<file path="src/rtl/ram8_pkg.sv">
// Shared types and sizes for the 8-word register-file memory.
// Depth is fixed by the 8-way load demultiplexer, so the address is always 3 bits.
package ram8_pkg;

  localparam int AW    = 3;
  localparam int DEPTH = 8;

  typedef enum logic [0:0] {
    IDLE = 1'b0,
    DUMP = 1'b1
  } state_t;

  typedef logic [AW-1:0] addr_t;

endpackage

</file>
<file path="src/rtl/ram8_port_dmux8way.sv">
// 8-way demultiplexer: routes a single enable onto one of eight outputs.
// Used by ram8_port to turn an accepted write into a one-hot word load enable.
module dmux8way
  import ram8_pkg::*;
(
  input  logic             in,
  input  addr_t            sel,
  output logic [DEPTH-1:0] out
);

  always_comb begin
    out      = '0;
    out[sel] = in;
  end

endmodule

</file>
<file path="src/rtl/ram8_port.sv">
// 8-word x WIDTH register-file memory with a valid/ready request channel,
// a single-entry buffered response channel and an in-order dump engine.
//
// state | meaning
// IDLE  | requests accepted whenever the response slot is free
// DUMP  | streaming word[ptr] onto the response channel, requests blocked
module ram8_port
  import ram8_pkg::*;
#(
  parameter int WIDTH = 16
) (
  input  logic             clk,
  input  logic             rst_n,
  input  logic             req_valid,
  output logic             req_ready,
  input  logic             req_we,
  input  addr_t            req_addr,
  input  logic [WIDTH-1:0] req_wdata,
  output logic             rsp_valid,
  input  logic             rsp_ready,
  output logic [WIDTH-1:0] rsp_data,
  output addr_t            rsp_addr,
  input  logic             dump_start,
  output logic             busy
);

  state_t           state;
  addr_t            ptr;
  logic [WIDTH-1:0] mem [DEPTH];
  logic [DEPTH-1:0] load;

  logic slot_free;
  logic accept;
  logic wr_accept;
  logic rd_accept;
  logic dump_load;

  assign slot_free = !rsp_valid || rsp_ready;
  // Gated by rst_n so nothing can be handshaken while the memory is being cleared.
  assign req_ready = rst_n && (state == IDLE) && !dump_start && slot_free;
  assign accept    = req_valid && req_ready;
  assign wr_accept = accept && req_we;
  assign rd_accept = accept && !req_we;
  assign dump_load = (state == DUMP) && slot_free;
  assign busy      = (state == DUMP);

  dmux8way u_load_dmux (
    .in  (wr_accept),
    .sel (req_addr),
    .out (load)
  );

  for (genvar i = 0; i < DEPTH; i++) begin : g_word
    always_ff @(posedge clk or negedge rst_n) begin
      if (!rst_n) begin
        mem[i] <= '0;
      end else if (load[i]) begin
        mem[i] <= req_wdata;
      end
    end
  end

  // A read and a dump load can never coincide: reads need IDLE, dump loads need DUMP.
  always_ff @(posedge clk or negedge rst_n) begin
    if (!rst_n) begin
      rsp_valid <= 1'b0;
      rsp_data  <= '0;
      rsp_addr  <= '0;
    end else if (rd_accept) begin
      rsp_valid <= 1'b1;
      rsp_data  <= mem[req_addr];
      rsp_addr  <= req_addr;
    end else if (dump_load) begin
      rsp_valid <= 1'b1;
      rsp_data  <= mem[ptr];
      rsp_addr  <= ptr;
    end else if (rsp_ready) begin
      rsp_valid <= 1'b0;
    end
  end

  always_ff @(posedge clk or negedge rst_n) begin
    if (!rst_n) begin
      state <= IDLE;
      ptr   <= '0;
    end else begin
      case (state)
        IDLE: begin
          if (dump_start) begin
            state <= DUMP;
            ptr   <= '0;
          end
        end
        DUMP: begin
          if (slot_free) begin
            ptr <= ptr + addr_t'(1);
            if (ptr == addr_t'(DEPTH - 1)) begin
              state <= IDLE;
            end
          end
        end
        default: begin
          state <= IDLE;
          ptr   <= '0;
        end
      endcase
    end
  end

endmodule

</file>
<file path="config.mk">
export PLATFORM = sky130hd
export DESIGN_NAME = ram8_port
export DESIGN_NICKNAME = d
export VERILOG_FILES = /design/src/rtl/ram8_pkg.sv /design/src/rtl/ram8_port_dmux8way.sv /design/src/rtl/ram8_port.sv
export SDC_FILE = /design/constraint.sdc
export NUM_CORES = 1
export LEC_CHECK = 0
export BUFFER_PORTS_ARGS = -buffer_cell sky130_fd_sc_hd__buf_2
export CORE_ASPECT_RATIO = 0.9
export CORE_MARGIN = 2
export CORE_UTILIZATION = 44
export DETAILED_ROUTE_END_ITERATION = 6
export PLACE_DENSITY = 0.71
export SLEW_MARGIN = 20
export SYNTH_ARGS = -nofsm -noshare
export SYNTH_HDL_FRONTEND = slang
export SYNTH_SLANG_ARGS = --single-unit
</file>
<file path="constraint.sdc">
create_clock -name clk -period 2.5 [get_ports clk]
set_input_delay 0.5 -clock clk [delete_from_list [all_inputs] [get_ports clk]]
set_output_delay 0.5 -clock clk [all_outputs]
set_load 0.02 [all_outputs]
</file>
==> out/summary.txt <==
cell area after synthesis -> 7770 µm²
number of global-route vias before repair -> 5154
Syn Area/Cell -> 16.0 µm²
final setup violation count -> 0
Internal -> 4.83 mW
clock sinks -> 152
Via density -> 5.89
top fanout value on the critical path -> 10
CP endpoint kind -> flop
minimum clock period -> 2.43 ns
Placed Instances -> 770
placed wire-length estimate -> 11.8 mm
DRC -> 0
Max stage delay on crit path -> 0.57 ns
# nets final -> 577
gr ovfl total -> 0
register area share after synthesis -> 49.0%
max-cap violations -> 0
Final Skew -> 0.00693 ns
worst setup margin -> 0.0662 ns
WP buf/inv -> 3
CTS Buffer Depth -> 2
placed inst area -> 8520 µm²
aggregate routed wire length -> 18.3 mm
Setup crit start -> rst_n
area delta synth->final -> 17.7%
P_leak -> 4.32 nW
met2 GRT Util -> 34.5%
Slew HR -> 47.9%
Final Slew Violations -> 0
Final Hold Vio Count -> 0
Worst path slowest cell -> or4b_1
synth unique cells -> 37
M3 GR Usage -> 4.04%
post-layout util -> 52.4%
Core Box Area -> 17400 µm²
r2r startpoint -> busy
logic gate share of total power -> 19.1%
postcts setup bufs -> 0
RSZ-0062 raised after global routing -> true
routability cong. -> 0.806
Final ANT Viol Nets -> 0
Seq pwr share -> 41.5%
hold slack -> 0.411 ns
Peak VDD IR -> 0.438 mV
critical path cell sequence -> dlygate4sd3_1 > buf_6 > nor3b_4 > nand4b_2 > or4b_1 > buf_4 > mux2_4
CP Data Arrival Time -> 2.74 ns
CTS Buf Count -> 17
routing usage on met1 -> 28.9%
area of the multi-input gates -> 3810 µm²
Seq. cell area -> 3800 µm²
synth warn -> 0
Final Total Pwr -> 6.68 mW
cell family with most CP delay -> simple AND/OR/NAND/NOR gates
row count -> 46
Worst Path Required -> 2.81 ns
# fillers -> 1408
Gate Count Post-Synth -> 485
switch share -> 27.7%
Tightest Pin Transition -> 0.781 ns
H-tree depth -> 4
clock group share of total power -> 39.4%
drt pass-1 iters -> 4
DIE WIDTH -> 144 µm
DRT iter0 DRCs -> 347
CTS tree -> yes
hold path start -> req_wdata[13]
r2r setup slk -> 0.38 ns
WS Path Type -> primary input to flop
synthesized flop and latch total -> 152
pin count of the biggest net entering global routing -> 151
GR Util All Layers -> 21.3%
initial antenna violation count -> 0
f_max -> 411 MHz
startpoint types -> primary input
PD cells -> 730 nW/µm²
Psw -> 1.85 mW
vias -> 4732
period utilisation layout -> 97.4%
Post-Place Worst Slack -> 0.237 ns
hold crit path type -> primary input to flop
gr busiest metal -> met2
share of cells above drive strength 1 -> 57.7%
first-pass GRT wire length -> 29.5 mm
Worst-Skew Late Latency -> 0.43 ns
die height -> 130 µm
Die ar. -> 18700 µm²
final antenna diode count -> 0
most common cell after layout, fill and taps aside -> dfrtp_1
Reg clk slew, reported paths -> 0.06 ns
Setup Total Neg Slack -> 0 ns
drt wl/cell -> 22.8 µm
Top Ports -> 47
initial core utilization -> 44.5%
status -> complete, no violations
CTS root buf -> clkbuf_16
number of port buffers -> 46
design area -> 9150 µm²
Non-Filler Instances -> 803
most frequent cells in the layout -> dfrtp_1, mux2_2, mux4_2, buf_2, buf_4
syn nets -> 512
[timing repair]
item | in CTS | in global routing
hold buffers | 1 | 0
endpoints found under the setup margin | 0 | 21
gates resized for setup | 0 | 2
hold endpoints to repair | 2 | 0
[sequential cells by signal, indices dropped and copies added (netlist names)]
name,cells
mem,128
rsp_valid,1
ptr,3
rsp_data,16
busy,1
rsp_addr,3
[synth_stat cells]
library cell / n / area [µm²]
buf_2: 11 / 55.1
nor4b_4: 1 / 23.8
nand4b_2: 1 / 15.0
mux2_4: 10 / 150
nor3_1: 1 / 5.00
and2_1: 1 / 6.26
nor4b_2: 1 / 15.0
mux2i_1: 15 / 150
nand2b_1: 2 / 12.5
nand4_1: 1 / 6.26
a221o_1: 15 / 150
a21o_1: 4 / 30.0
a221oi_1: 1 / 8.76
buf_4: 5 / 37.5
inv_1: 2 / 7.51
or3b_2: 1 / 8.76
a2111oi_0: 1 / 8.76
mux2_2: 134 / 1510
buf_1: 5 / 18.8
o21ai_0: 1 / 5.00
a21oi_1: 1 / 5.00
a211oi_1: 1 / 7.51
clkbuf_1: 12 / 45.0
ha_1: 2 / 25.0
o22ai_1: 1 / 6.26
nand2_1: 4 / 15.0
or3_1: 1 / 6.26
nor3_2: 4 / 40.0
nor2_1: 19 / 71.3
dfrtp_1: 152 / 3800
nor2b_1: 3 / 18.8
or4b_1: 1 / 10.0
a22o_1: 5 / 43.8
buf_6: 1 / 11.3
nand3_1: 1 / 5.00
mux4_2: 63 / 1420
nor3b_2: 1 / 12.5
[final cells by class]
class                   count  area share, %
well taps                 240           3.28
repair buffers             80           6.77
clock buffers              22           5.08
flip-flops and latches    152           41.6
multi-input cells         297           41.6
inverters                   2         0.0821
clock inverters            10           1.56
[path summary, 6_finish.rpt]
check	cells after the start	endpoint
max in group asynchronous	3	ptr[0]
max	7	mem[119]
max reg2reg	5	mem[119]
min in group asynchronous	2	rsp_valid
min	2	mem[125]
min reg2reg	1	rsp_addr[0]
[layer usage]
| metal | up-vias | wire, µm |
|---|---|---|
| li1 | 2037 | - |
| met1 | 2517 | 7910 |
| met2 | 140 | 9040 |
| met3 | 38 | 936 |
| met4 | 0 | 403 |
| met5 | - | 0 |
[power groups by stage]
stage               clock network (mW)  registers, mW  logic [mW]
global route                      2.78           2.79        1.37
finish                            2.63           2.77        1.28
global placement                     0           2.80        1.27
detailed placement                   0           2.81        1.29
floorplan                            0           2.76       0.830
CTS                               2.67           2.77        1.29
[kinds of logic (layout without fill, tap and decap cells)]
group | Yosys count | count (layout) | synth area share (%)
fa+ha+maj | 2 | 2 | 0.322
mux | 222 | 222 | 41.6
compound gates | 30 | 30 | 3.41
simple gates | 43 | 43 | 3.49
buf+inv | 36 | 114 | 2.25
flops | 152 | 152 | 49.0
(Power assumes the default switching activity.)
